## src/rtl/muldiv_pkg.sv

```systemverilog
// Shared opcode and FSM state encodings for the iterative multiply/divide unit.
// Divider support is selected at build time with MULDIV_DIV_EN.
package muldiv_pkg;

  typedef enum logic [2:0] {
    OP_MULT  = 3'd0,
    OP_MULTU = 3'd1,
    OP_DIV   = 3'd2,
    OP_DIVU  = 3'd3,
    OP_MTHI  = 3'd4,
    OP_MTLO  = 3'd5
  } op_e;

  typedef enum logic [1:0] {
    ST_IDLE = 2'd0,
    ST_RUN  = 2'd1,
    ST_FIX  = 2'd2
  } state_e;

  function automatic logic op_signed(input logic [2:0] op);
    return (op == OP_MULT) || (op == OP_DIV);
  endfunction

endpackage

```

## src/rtl/muldiv_step.sv

```systemverilog
// One combinational iteration: shift-add multiply, or restoring divide when
// MULDIV_DIV_EN is defined (otherwise divide mode holds the state).
module muldiv_step
  import muldiv_pkg::*;
#(
  parameter int WIDTH = 32
) (
  input  logic [2*WIDTH-1:0] acc,
  input  logic [WIDTH-1:0]   opnd,
  input  logic [WIDTH-1:0]   bits,
  input  logic               div_mode,
  output logic [2*WIDTH-1:0] acc_nx,
  output logic [WIDTH-1:0]   bits_nx
);

  logic [WIDTH:0] sum;
`ifdef MULDIV_DIV_EN
  logic [WIDTH:0]   shifted;
  logic [WIDTH-1:0] diff;
  logic             ge;
`endif

  always_comb begin
    // Multiply: add multiplicand into the upper half, then shift product right.
    sum     = {1'b0, acc[2*WIDTH-1:WIDTH]} + (bits[0] ? {1'b0, opnd} : '0);
    acc_nx  = {sum, acc[WIDTH-1:1]};
    bits_nx = {1'b0, bits[WIDTH-1:1]};
`ifdef MULDIV_DIV_EN
    // Divide: remainder lives in acc[WIDTH-1:0], dividend/quotient in bits.
    shifted = {acc[WIDTH-1:0], bits[WIDTH-1]};
    ge      = (shifted >= {1'b0, opnd});
    diff    = shifted[WIDTH-1:0] - opnd;
    if (div_mode) begin
      acc_nx  = {{WIDTH{1'b0}}, (ge ? diff : shifted[WIDTH-1:0])};
      bits_nx = {bits[WIDTH-2:0], ge};
    end
`else
    if (div_mode) begin
      acc_nx  = acc;
      bits_nx = bits;
    end
`endif
  end

endmodule

```

## src/rtl/muldiv_unit.sv

```systemverilog
// Iterative multiply/divide unit owning HI/LO; one op at a time via start/busy.
// Define MULDIV_DIV_EN to build the divider; otherwise DIV/DIVU are no-ops.
//
// state   | meaning
// IDLE    | waiting for start; MTHI/MTLO complete here in one cycle
// RUN     | WIDTH iterations of the multiply/divide step
// FIX     | sign correction, HI/LO write, done pulse
module muldiv_unit
  import muldiv_pkg::*;
#(
  parameter int WIDTH = 32
) (
  input  logic             clk,
  input  logic             reset,
  input  logic             start,
  input  logic [2:0]       op,
  input  logic [WIDTH-1:0] a,
  input  logic [WIDTH-1:0] b,
  input  logic             abort,
  output logic             busy,
  output logic             done,
  output logic [WIDTH-1:0] hi,
  output logic [WIDTH-1:0] lo
);

  localparam int CW = $clog2(WIDTH);
  localparam logic [CW-1:0] LAST = CW'(WIDTH - 1);

  state_e             state, state_nx;
  logic [CW-1:0]      cnt, cnt_nx;
  logic [2*WIDTH-1:0] acc, acc_nx, acc_step;
  logic [WIDTH-1:0]   bits, bits_nx, bits_step;
  logic [WIDTH-1:0]   opnd, opnd_nx;
  logic               neg_lo, neg_lo_nx;
  logic [WIDTH-1:0]   hi_nx, lo_nx;
  logic               done_nx;
  logic               sgn, a_neg, b_neg;
  logic [WIDTH-1:0]   a_mag, b_mag;
  logic [2*WIDTH-1:0] prod;
  logic               step_div;
`ifdef MULDIV_DIV_EN
  logic               is_div, is_div_nx;
  logic               neg_hi, neg_hi_nx;
  logic [WIDTH-1:0]   quo, rem;
`endif

  assign sgn   = op_signed(op);
  assign a_neg = sgn & a[WIDTH-1];
  assign b_neg = sgn & b[WIDTH-1];
  assign a_mag = a_neg ? -a : a;
  assign b_mag = b_neg ? -b : b;
  assign prod  = neg_lo ? -acc : acc;
  assign busy  = (state != ST_IDLE);

`ifdef MULDIV_DIV_EN
  assign step_div = is_div;
  assign quo      = neg_lo ? -bits : bits;
  assign rem      = neg_hi ? -acc[WIDTH-1:0] : acc[WIDTH-1:0];
`else
  assign step_div = 1'b0;
`endif

  muldiv_step #(.WIDTH(WIDTH)) u_step (
    .acc      (acc),
    .opnd     (opnd),
    .bits     (bits),
    .div_mode (step_div),
    .acc_nx   (acc_step),
    .bits_nx  (bits_step)
  );

  always_comb begin
    state_nx  = state;
    cnt_nx    = cnt;
    acc_nx    = acc;
    bits_nx   = bits;
    opnd_nx   = opnd;
    neg_lo_nx = neg_lo;
    hi_nx     = hi;
    lo_nx     = lo;
    done_nx   = 1'b0;
`ifdef MULDIV_DIV_EN
    is_div_nx = is_div;
    neg_hi_nx = neg_hi;
`endif
    unique case (state)
      ST_IDLE: begin
        if (start) begin
          case (op)
            OP_MULT, OP_MULTU: begin
              state_nx  = ST_RUN;
              cnt_nx    = '0;
              acc_nx    = '0;
              bits_nx   = b_mag;
              opnd_nx   = a_mag;
              neg_lo_nx = a_neg ^ b_neg;
`ifdef MULDIV_DIV_EN
              is_div_nx = 1'b0;
              neg_hi_nx = 1'b0;
`endif
            end
            OP_DIV, OP_DIVU: begin
`ifdef MULDIV_DIV_EN
              // Divide by zero keeps the all-ones quotient unsigned; remainder
              // then comes back as the original dividend.
              state_nx  = ST_RUN;
              cnt_nx    = '0;
              acc_nx    = '0;
              bits_nx   = a_mag;
              opnd_nx   = b_mag;
              neg_lo_nx = (a_neg ^ b_neg) & (b != '0);
              neg_hi_nx = a_neg;
              is_div_nx = 1'b1;
`else
              done_nx = 1'b1;
`endif
            end
            OP_MTHI: begin
              hi_nx   = a;
              done_nx = 1'b1;
            end
            OP_MTLO: begin
              lo_nx   = a;
              done_nx = 1'b1;
            end
            default: ;
          endcase
        end
      end
      ST_RUN: begin
        if (abort) begin
          state_nx = ST_IDLE;
        end else begin
          acc_nx  = acc_step;
          bits_nx = bits_step;
          cnt_nx  = cnt + 1'b1;
          if (cnt == LAST) state_nx = ST_FIX;
        end
      end
      ST_FIX: begin
        state_nx = ST_IDLE;
        if (!abort) begin
          done_nx = 1'b1;
          hi_nx   = prod[2*WIDTH-1:WIDTH];
          lo_nx   = prod[WIDTH-1:0];
`ifdef MULDIV_DIV_EN
          if (is_div) begin
            hi_nx = rem;
            lo_nx = quo;
          end
`endif
        end
      end
      default: state_nx = ST_IDLE;
    endcase
  end

  always_ff @(posedge clk) begin
    if (reset) begin
      state  <= ST_IDLE;
      cnt    <= '0;
      acc    <= '0;
      bits   <= '0;
      opnd   <= '0;
      neg_lo <= 1'b0;
      hi     <= '0;
      lo     <= '0;
      done   <= 1'b0;
`ifdef MULDIV_DIV_EN
      is_div <= 1'b0;
      neg_hi <= 1'b0;
`endif
    end else begin
      state  <= state_nx;
      cnt    <= cnt_nx;
      acc    <= acc_nx;
      bits   <= bits_nx;
      opnd   <= opnd_nx;
      neg_lo <= neg_lo_nx;
      hi     <= hi_nx;
      lo     <= lo_nx;
      done   <= done_nx;
`ifdef MULDIV_DIV_EN
      is_div <= is_div_nx;
      neg_hi <= neg_hi_nx;
`endif
    end
  end

endmodule
```

## config.mk

```make
export PLATFORM = sky130hd
export DESIGN_NAME = muldiv_unit
export DESIGN_NICKNAME = d
export VERILOG_FILES = /design/src/rtl/muldiv_pkg.sv /design/src/rtl/muldiv_step.sv /design/src/rtl/muldiv_unit.sv
export SDC_FILE = /design/constraint.sdc
export NUM_CORES = 1
export LEC_CHECK = 0
export ABC_CLOCK_PERIOD_IN_PS = 3800
export BUFFER_PORTS_ARGS = -buffer_cell sky130_fd_sc_hd__buf_2
export CORE_ASPECT_RATIO = 0.9
export CORE_MARGIN = 2
export CORE_UTILIZATION = 50
export CTS_CLUSTER_DIAMETER = 30
export CTS_CLUSTER_SIZE = 16
export DETAILED_ROUTE_END_ITERATION = 12
export GPL_ROUTABILITY_DRIVEN = 0
export GPL_TIMING_DRIVEN = 0
export PLACE_DENSITY = 0.69
export SYNTH_ARGS = -nofsm -noshare
export SYNTH_HDL_FRONTEND = slang
export SYNTH_HIERARCHICAL = 1
export SYNTH_SLANG_ARGS = --single-unit
```

## constraint.sdc

```tcl
create_clock -name clk -period 3.8 [get_ports clk]
set_clock_uncertainty 0.05 [all_clocks]
set_input_delay 1.14 -clock clk [delete_from_list [all_inputs] [get_ports clk]]
set_output_delay 1.14 -clock clk [all_outputs]
set_load 0.02 [all_outputs]
```

==> results of run 1 <==
## where the power goes
part | switching (W) | internal (W) | total, W | leakage, nW
Sequential | 0.0000472 | 0.00218 | 0.00223 | 1.63
Clock | 0.00132 | 0.00288 | 0.00419 | 0.803
Combinational | 0.000457 | 0.000200 | 0.000657 | 4.25
Total | 0.00182 | 0.00525 | 0.00708 | 6.68
## metrics by stage
stage,hold WS [ns],instances,total power [W]
after global placement,0.377,2399,0.00286
after CTS,0.396,2484,0.00702
after floorplan,0.367,1904,0.00261
after global routing,0.425,2484,0.00721
final,0.392,2487,0.00708
after detailed placement,0.387,2399,0.00287
## layer usage
metal  wire length, um  up-vias  track usage [%]
met5                 0        -                0
met4              3030        0             17.1
met3              6500      212             7.87
met2             23700     1068             55.7
met1             23100     7558             50.4
li1                  -     7358                -
## cells in the final DEF (no fill, tap or decap), drive strengths merged, types with 49 or more instances in the layout
cell type / n
xor2: 78
a21oi: 183
dfxtp: 201
xnor2: 49
nor2: 154
mux2: 64
o21ai: 134
nor3: 57
nand2: 233
nand3: 112
buf: 163
clkbuf: 175
## worst max-delay path by stage
stage / from / slack (ns) / to
after global placement: b[0] / 0.05 / bits[26]
after CTS: bits[0] / 0.20 / acc[51]
after global routing: bits[0] / 0.09 / acc[63]
final: bits[0] / 0.24 / acc[51]
after detailed placement: b[1] / 0.006 / bits[26]
after floorplan: b[18] / 0.61 / bits[23]
## worst min-delay path, cell delays in order (launching register included)
cell and delay [ns]:
dfxtp_1 0.31, nand2_1 0.04, o21ai_0 0.05
## layout make-up
class | count | area (um2) | area share, %
Clock buffer | 60 | 1290 | 7.64
Clock inverter | 25 | 349 | 2.06
Tap cell | 360 | 450 | 2.66
Timing Repair Buffer | 135 | 676 | 3.98
Inverter | 22 | 82.6 | 0.487
Multi-Input combinational cell | 1538 | 9520 | 56.1
Buffer | 143 | 558 | 3.29
Antenna cell | 3 | 7.51 | 0.0443
Sequential cell | 201 | 4030 | 23.7
## registers in the layout, summed over array words and instances, names as in the netlist
register and cells:
acc 64, bits 32, hi 32, lo 32, opnd 32, cnt 5
state 2, done 1, neg_lo 1
## kinds of logic (layout without fill, tap and decap cells)
| kind of cell | after synthesis | in the layout | share of synthesized area, % |
|---|---|---|---|
| and+or+nand+nor | 748 | 748 | 26.1 |
| AOI/OAI and AO/OA | 548 | 548 | 23.9 |
| DFF | 201 | 201 | 28.4 |
| buffers and inverters | 165 | 385 | 4.51 |
| xor gates and xnor gates | 127 | 127 | 7.85 |
| muxes | 73 | 73 | 5.72 |
| adders and majority gates | 39 | 39 | 3.50 |
| other | 1 | 6 | 0.0265 |
## timing repair
| item | CTS | global route |
|---|---|---|
| setup endpoints to repair | 0 | 4 |
| hold buffers | 0 | 0 |
| resized for setup | 0 | 3 |
| setup buffers | 0 | 0 |
==> flow_metrics.py, run 1 <==
metrics = {
    "status": {
        "status": "completed",
    },
    "clock_tree": {
        "cts_buffer_depth": 3,
        "cts_tree": "built",
        "cts.sinks": 201,
        "clock_latency_ns": 0.55,
        "cts_buffers": 46,
        "root_buffer": "clkbuf_16",
        "cts.clk_slew.worst_paths_ns": 0.05,
        "htree_levels": 2,
    },
    "finish": {
        "nets": 2197,
        "fill_cells": 2569,
        "finalInstanceArea_um2": 17000,
        "drive_gt1_share_pct": 15.3,
        "area_growth_pct": 19.7,
        "fin_util_pct": 60.7,
    },
    "die": {
        "fp.dieArea_um2": 29700,
        "io_pins": 137,
        "start_util_pct": 50.7,
        "core_area_um2": 27900,
        "die_h_um": 164,
        "rows": 58,
        "die_x_um": 181,
    },
    "logic_synthesis": {
        "synthCells": 1902,
        "yosys_warnings": 6,
        "synth_top_cell_by_area": "dfxtp_1",
        "synth.most_common_cell": "nand2_1",
        "async_reset_ff_share_pct": 0,
        "synth_edf_count": 0,
        "syn_area_um2": 14200,
        "synth_seq_area_share_pct": 28.4,
        "avgSynthCellArea_um2": 7.45,
        "yosys-top-cells-area": "dfxtp_1 (28%), a21oi_1 (6.4%), nand2_1 (6.2%), mux2_2 (5.1%), xor2_1 (4.8%)",
        "synth.top_cells.by_count": "nand2_1 (233), dfxtp_1 (201), a21oi_1 (182)",
        "ys.flop_type": "dfxtp_1",
        "synth-seq-cells": 201,
        "synth_top_area_share_pct": 28.4,
        "synth_cell_type_count": 84,
    },
    "placement": {
        "pre_cts_ws_ns": 0.00643,
        "hpwl_um": 42600,
        "portBuffers": 135,
        "postPlaceCellArea_um2": 15300,
    },
    "worst_setup_path": {
        "cpPeakStageDelay_ns": 0.43,
        "end_kind": "flop",
        "crit_chain": "clkbuf_2 -> and2_1 -> ha_1 -> fa_1 -> a21o_1 -> a31oi_2 -> o21ai_2 -> o22a_4 -> o21a_1 -> o21a_1 -> o31ai_1 -> nand3_1 -> a21oi_1",
        "worst-setup-path-type": "reg -> reg",
        "r2r_slack_ns": 0.24,
        "critPathMaxFanout": 10,
        "slowest_stage": "fa_1",
        "path_depth": 13,
        "reg2reg_depth": 13,
        "crit_top_cell": "o21a_1",
        "critPathLaunchType": "flop",
        "cp_top_family": "compound AO/OA/AOI/OAI gates",
        "cp.required_ns": 4.21,
        "crit_buf_inv": 1,
        "rr_startpoint": "bits[0]",
        "r2r-end": "acc[51]",
        "worst-endpoint-arrival_ns": 3.97,
    },
    "timing": {
        "rsz0062_at_grt": "false",
        "drv_slew": 0,
        "max_freq_mhz": 281,
        "tns_ns": 0,
        "min_period_over_period_pct": 93.8,
        "setup_ws_ns": 0.235,
        "setup_viol_count_final": 0,
        "relSlewSlack_pct": 30.9,
        "worstMarginPinSlew_ns": 1.04,
        "hold_viol": 0,
        "period_minus_slack_ns": 3.56,
    },
    "grt": {
        "grt_pass1_vias": 14612,
        "grt_max_degree": 13,
        "grt_use_total_pct": 36.9,
        "grt_overflow": 0,
        "antenna_found_initial": 1,
        "grt_pass1_wl_um": 84900,
    },
    "run": {
        "cap_violations": 0,
    },
    "route": {
        "vias_per_cell": 6.51,
        "drtIter0Drc": 2254,
        "drt-total-wl_um": 56300,
        "dr.pass1.iters": 6,
        "final_antenna_net_count": 0,
        "drc_errors": 0,
        "vias": 16196,
        "wl_per_cell_um": 22.7,
    },
    "min_path": {
        "hold_path.class": "reg -> reg",
        "min_to": "opnd[28]",
        "min_from": "opnd[28]",
        "whs_path_depth": 2,
    },
    "power_and_ir_drop": {
        "ir_worst_vdd_mv": 0.410,
        "power.leakage_nw": 6.68,
        "power.density_nw_per_um2": 417,
    },
}
(Power assumes the default switching activity.)
==> inputs of run 2 (changes only) <==
--- a/config.mk
+++ b/config.mk
@@ -15,8 +15,7 @@
 export DETAILED_ROUTE_END_ITERATION = 12
 export GPL_ROUTABILITY_DRIVEN = 0
 export GPL_TIMING_DRIVEN = 0
-export PLACE_DENSITY = 0.69
+export PLACE_DENSITY = 0.7
 export SYNTH_ARGS = -nofsm -noshare
 export SYNTH_HDL_FRONTEND = slang
-export SYNTH_HIERARCHICAL = 1
 export SYNTH_SLANG_ARGS = --single-unit
==> run 2 against run 1 <==
Register-to-register slack improved by 0.05 ns. Largest cell class unchanged. Utilization grew 1.6 points. First-iteration DRC count down 33%.
==> flow_metrics.py, run 2 <==
metrics = {
    "finish": {
        "final_common_cell": "nor2_1",
        "antenna_cells": 0,
        "nets": 1917,
        "area_growth_pct": 22.2,
        "largest_register_ffs": 64,
        "drive_gt1_share_pct": 12.9,
        "mostFrequentLayoutCells": "nor2_1 (208), dfxtp_1 (201), a21oi_1 (165)",
        "fill_cells": 2176,
        "fin_util_pct": 62.3,
        "regMostFlops": "acc",
    },
    "route": {
        "drt-total-wl_um": 45500,
        "drc_errors": 0,
        "drtIter0Drc": 1515,
        "dr.pass1.iters": 6,
        "wl_per_cell_um": 21.2,
        "vias": 13598,
        "final_antenna_net_count": 0,
        "vias_per_cell": 6.32,
    },
    "grt": {
        "grt_use_met2_pct": 51.0,
        "grt_use_met1_pct": 45.1,
        "grt_pass1_wl_um": 69100,
        "grt_max_degree": 14,
        "grt_overflow": 0,
        "grt_pass1_vias": 12513,
        "antenna_found_initial": 1,
        "grt_use_total_pct": 33.9,
        "grt_use_met3_pct": 9.04,
        "busiest_layer": "met2",
    },
    "min_path": {
        "min_from": "opnd[31]",
        "hold_path.class": "reg -> reg",
    },
    "worst_setup_path": {
        "cp-startpoint": "a[0]",
        "r2r_slack_ns": 0.29,
        "cp.required_ns": 4.15,
        "worst-setup-path-type": "in -> reg",
        "cpPeakStageDelay_ns": 1.07,
        "slowest_stage": "nor4_1",
        "rr_startpoint": "acc[9]",
        "end_kind": "flop",
        "crit_chain": "buf_2 -> or3_1 -> nor4_1 -> nand3_1 -> o41ai_1 -> xor2_1 -> a21oi_1",
        "worst-endpoint-arrival_ns": 3.93,
        "critPathMaxFanout": 8,
        "critPathLaunchType": "input pin",
    },
    "die": {
        "io_pins": 137,
        "die_x_um": 170,
        "rows": 54,
        "core_area_um2": 24300,
        "die_h_um": 153,
        "fp.dieArea_um2": 26100,
        "start_util_pct": 51.0,
    },
    "clock_tree": {
        "root_buffer": "clkbuf_16",
        "clock_latency_ns": 0.56,
        "cts.sinks": 201,
        "hold_buffers": 0,
        "cts_tree": "built",
        "cts.clk_slew.worst_paths_ns": 0.04,
        "cts_buffers": 46,
        "htree_levels": 2,
        "cts_buffer_depth": 3,
    },
    "timing": {
        "rsz0062_at_grt": "false",
        "setup_viol_count_final": 0,
        "relSlewSlack_pct": 6.47,
        "max_freq_mhz": 279,
        "min_period_over_period_pct": 94.2,
        "worstMarginPinSlew_ns": 1.39,
        "drv_slew": 0,
        "setup_ws_ns": 0.220,
        "period_minus_slack_ns": 3.58,
        "hold_viol": 0,
    },
    "logic_synthesis": {
        "syn_area_um2": 12400,
        "synthCells": 1624,
        "synth_cell_type_count": 64,
        "synth.most_common_cell": "nor2_1",
        "synth_seq_area_share_pct": 32.4,
        "async_reset_ff_share_pct": 0,
        "synth_fp_nets": 1734,
        "avgSynthCellArea_um2": 7.64,
        "ys.flop_type": "dfxtp_1",
        "yosys-top-cells-area": "dfxtp_1 (32%), a21oi_1 (6.7%), nor2_1 (6.3%), xor2_1 (5.8%), a211oi_1 (4.4%)",
        "yosys_warnings": 0,
        "synth-seq-cells": 201,
        "synth_top_cell_by_area": "dfxtp_1",
        "synth.top_cells.by_count": "nor2_1 (208), dfxtp_1 (201), a21oi_1 (165)",
        "synth_edf_count": 0,
        "synth_top_area_share_pct": 32.4,
    },
    "power_and_ir_drop": {
        "power.leakage_nw": 6.28,
        "ir_worst_vdd_mv": 0.313,
        "power.density_nw_per_um2": 467,
    },
    "status": {
        "status": "completed",
    },
    "placement": {
        "portBuffers": 135,
        "pre_cts_ws_ns": -0.167,
        "hpwl_um": 34000,
    },
    "run": {
        "cap_violations": 0,
    },
}
## run 2: cell count changes after synthesis, moves of 27 or more
cell	previous run	this run
nor2_1	154	208
nand3_1	111	47
nand2_1	233	126
a211oi_1	45	72
nor3_1	57	26
mux2_2	64	0
## run 2: final cells by class
cell class / instances / area, um2 / area share (%)
Buffer: 121 / 473 / 3.12
Clock buffer: 56 / 1250 / 8.24
Clock inverter: 28 / 435 / 2.87
Inverter: 16 / 60.1 / 0.396
Multi-Input combinational cell: 1286 / 7860 / 51.8
Sequential cell: 201 / 4020 / 26.5
Tap cell: 308 / 385 / 2.54
Timing Repair Buffer: 135 / 676 / 4.46
## run 2: cell families (layout without fill, tap and decap cells)
family / after synthesis / after routing / synth area share [%]
AOI/OAI and AO/OA: 503 / 503 / 25.8
xor gates and xnor gates: 134 / 134 / 9.46
adders and majority gates: 39 / 39 / 3.99
buffers and inverters: 137 / 356 / 4.29
DFF: 201 / 201 / 32.4
muxes: 4 / 4 / 0.323
and+or+nand+nor: 606 / 606 / 23.7
## run 2: worst max-delay path: cells and delay by family
family / cells / cell delay [ns]
buffers and inverters: 1 / 0.16
AOI/OAI and AO/OA: 2 / 0.51
and+or+nand+nor: 3 / 1.92
xor gates and xnor gates: 1 / 0.20
## run 2: power breakdown
| part | internal [W] | switching (W) | leakage [nW] |
|---|---|---|---|
| sequential | 0.00218 | 0.0000402 | 1.63 |
| clock | 0.00296 | 0.00135 | 0.806 |
| combinational | 0.000169 | 0.000388 | 3.85 |
| total | 0.00530 | 0.00178 | 6.28 |
## run 2: metal layers
layer,part of all wire [%],wire length (um),vias to the layer above
met1,41,18900,6340
met5,0.029,13,-
li1,-,-,6266
met4,4.8,2200,2
met3,12,5480,143
met2,42,19000,847
## run 2: through the flow
stage / total power [W] / hold slack [ns] / TNS [ns] / instance area, um2 / instances
floorplan: 0.00255 / 0.377 / 0 / 12400 / 1624
CTS: 0.00707 / 0.399 / 0 / 15200 / 2151
global route: 0.00723 / 0.422 / 0 / 15200 / 2151
global placement: 0.00278 / 0.387 / -1.44 / 13500 / 2067
finish: 0.00708 / 0.406 / 0 / 15200 / 2151
detailed placement: 0.00279 / 0.394 / -1.59 / 13500 / 2067
## run 2: timing repair
| item | CTS | global route |
|---|---|---|
| gates cloned | 0 | 0 |
| gates resized for setup | 1 | 5 |
| endpoints found under the setup margin | 1 | 7 |
| buffers inserted | 0 | 0 |
## run 2: worst paths after layout
path,endpoint,cells past startpoint
max,opnd[23],7
min,opnd[31],2
max reg2reg,hi[16],9
min reg2reg,opnd[31],2
==> inputs of run 3 (changes only) <==
--- a/config.mk
+++ b/config.mk
@@ -5,7 +5,7 @@
 export SDC_FILE = /design/constraint.sdc
 export NUM_CORES = 1
 export LEC_CHECK = 0
-export ABC_CLOCK_PERIOD_IN_PS = 3800
+export ABC_CLOCK_PERIOD_IN_PS = 3100
 export BUFFER_PORTS_ARGS = -buffer_cell sky130_fd_sc_hd__buf_2
 export CORE_ASPECT_RATIO = 0.9
 export CORE_MARGIN = 2
@@ -14,8 +14,9 @@
 export CTS_CLUSTER_SIZE = 16
 export DETAILED_ROUTE_END_ITERATION = 12
 export GPL_ROUTABILITY_DRIVEN = 0
-export GPL_TIMING_DRIVEN = 0
-export PLACE_DENSITY = 0.7
+export GPL_TIMING_DRIVEN = 1
+export PLACE_DENSITY = 0.72
 export SYNTH_ARGS = -nofsm -noshare
 export SYNTH_HDL_FRONTEND = slang
+export SYNTH_HIERARCHICAL = 1
 export SYNTH_SLANG_ARGS = --single-unit
==> constraint.sdc (replaced) <==
create_clock -name clk -period 3.1 [get_ports clk]
set_clock_uncertainty 0.05 [all_clocks]
set_input_delay 0.93 -clock clk [delete_from_list [all_inputs] [get_ports clk]]
set_output_delay 0.93 -clock clk [all_outputs]
set_load 0.02 [all_outputs]
==> run 3 against run 2 <==
Utilization rose by 1.2 points. Highest routed layer unchanged. Register-to-register slack got worse by 0.19 ns. Hold slack worse by 0.0052 ns.
==> flow_metrics.py, run 3 (synthesis gave the netlist of run 1 again) <==
metrics = {
    "status": {
        "status": "completed",
    },
    "timing": {
        "worstMarginPinSlew_ns": 0.890,
        "setup_ws_ns": 0.103,
        "max_freq_mhz": 334,
        "relSlewSlack_pct": 40.6,
        "setup_viol_count_final": 0,
        "rsz0062_at_grt": "false",
        "drv_slew": 0,
        "hold_viol": 0,
        "period_minus_slack_ns": 3.00,
        "min_period_over_period_pct": 96.7,
    },
    "route": {
        "drt-total-wl_um": 51000,
        "final_antenna_net_count": 0,
        "wl_per_cell_um": 20.6,
        "vias": 15629,
        "dr.pass1.iters": 6,
        "drc_errors": 0,
        "drtIter0Drc": 1813,
        "vias_per_cell": 6.31,
    },
    "die": {
        "die_x_um": 181,
        "rows": 58,
        "core_area_um2": 27900,
        "start_util_pct": 50.7,
        "die_h_um": 164,
        "fp.dieArea_um2": 29700,
        "io_pins": 137,
    },
    "clock_tree": {
        "cts.clk_slew.worst_paths_ns": 0.05,
        "cts_buffers": 52,
        "cts_buffer_depth": 3,
        "clock_latency_ns": 0.57,
        "cts_tree": "built",
        "hold_buffers": 0,
        "cts_setup_buffers": 0,
        "cts.sinks": 201,
        "root_buffer": "clkbuf_16",
        "htree_levels": 2,
    },
    "grt": {
        "antenna_found_initial": 2,
        "grt_overflow": 0,
        "grt_pass1_wl_um": 78700,
        "grt_pass1_vias": 14403,
        "grt_use_total_pct": 33.3,
        "grt_max_degree": 119,
    },
    "finish": {
        "antenna_cells": 0,
        "fin_util_pct": 63.5,
        "regMostFlops": "acc",
        "mostFrequentLayoutCells": "nand2_1 (232), dfxtp_1 (199), a21oi_1 (180)",
        "area_growth_pct": 25.2,
        "largest_register_ffs": 64,
        "final_common_cell": "nand2_1",
        "nets": 2185,
        "drive_gt1_share_pct": 22.1,
    },
    "placement": {
        "hpwl_um": 36200,
        "pre_cts_ws_ns": -0.00319,
        "portBuffers": 136,
    },
    "worst_setup_path": {
        "worst-endpoint-arrival_ns": 3.43,
        "critPathLaunchType": "flop",
        "end_kind": "flop",
        "cp.required_ns": 3.54,
        "critPathMaxFanout": 12,
        "cpPeakStageDelay_ns": 0.42,
        "cp_top_family": "compound AO/OA/AOI/OAI gates",
        "slowest_stage": "fa_1",
        "crit_chain": "and2_1 -> ha_1 -> fa_1 -> a21o_1 -> a31oi_4 -> o21ai_2 -> o22a_4 -> a41o_1 -> o311ai_1 -> nand3_1 -> a21oi_1",
        "crit_buf_inv": 0,
        "worst-setup-path-type": "reg -> reg",
    },
    "power_and_ir_drop": {
        "ir_worst_vdd_mv": 0.532,
        "power.leakage_nw": 7.21,
        "power.density_nw_per_um2": 515,
    },
    "min_path": {
        "hold_path.class": "reg -> reg",
    },
    "run": {
        "cap_violations": 0,
    },
}
[run 3: report_power, final]
| group | total [W] | switching, W | internal, W |
|---|---|---|---|
| Combinational | 0.000774 | 0.000511 | 0.000264 |
| Clock | 0.00563 | 0.00177 | 0.00386 |
| Sequential | 0.00273 | 0.0000605 | 0.00267 |
| Total | 0.00914 | 0.00234 | 0.00680 |
[run 3: tightest hold or removal path, stage by stage, from the launching register on]
cell and delay, ns:
dfxtp_1 0.30, nand2_1 0.05, a21oi_1 0.05
[run 3: routing by layer]
layer / vias up / share of wire (%) / global-route usage [%]
met3: 167 / 12 / 8.09
met4: 4 / 3.9 / 13.3
met1: 7214 / 41 / 44.2
met2: 931 / 43 / 52.2
met5: - / 0.053 / 0
li1: 7313 / - / -
[run 3: metrics by stage]
stage | instances | TNS [ns] | power [W] | hold WS, ns | cell area [um2]
global placement | 2381 | 0 | 0.00350 | 0.390 | 15800
CTS | 2478 | 0 | 0.00913 | 0.403 | 17700
detailed placement | 2381 | -0.00319 | 0.00351 | 0.396 | 15800
finish | 2478 | 0 | 0.00914 | 0.401 | 17700
floorplan | 1904 | 0 | 0.00320 | 0.367 | 14200
global route | 2478 | 0 | 0.00937 | 0.429 | 17700
[run 3: cell type report]
type                       instances  area (um2)
clock buffer                      67        1480
clock inverter                    30         373
fill                            2403       10200
inverter                          22        82.6
multi-input combinational       1538        9640
sequential                       201        4030
tap                              360         450
timing repair buffer             260        1690
[run 3: final timing paths]
kind	startpoint	endpoint	slack, ns	cells after the start
max	bits[0]	acc[61]	0.10	11
min	lo[16]	lo[16]	0.40	2
max reg2reg	bits[0]	acc[61]	0.10	11
min reg2reg	lo[16]	lo[16]	0.40	2
[run 3: repair_timing]
item                       in CTS  in global routing
resized for setup               1                 13
setup endpoints to repair       1                 11
hold endpoints to repair        0                  0
gates cloned                    0                  0
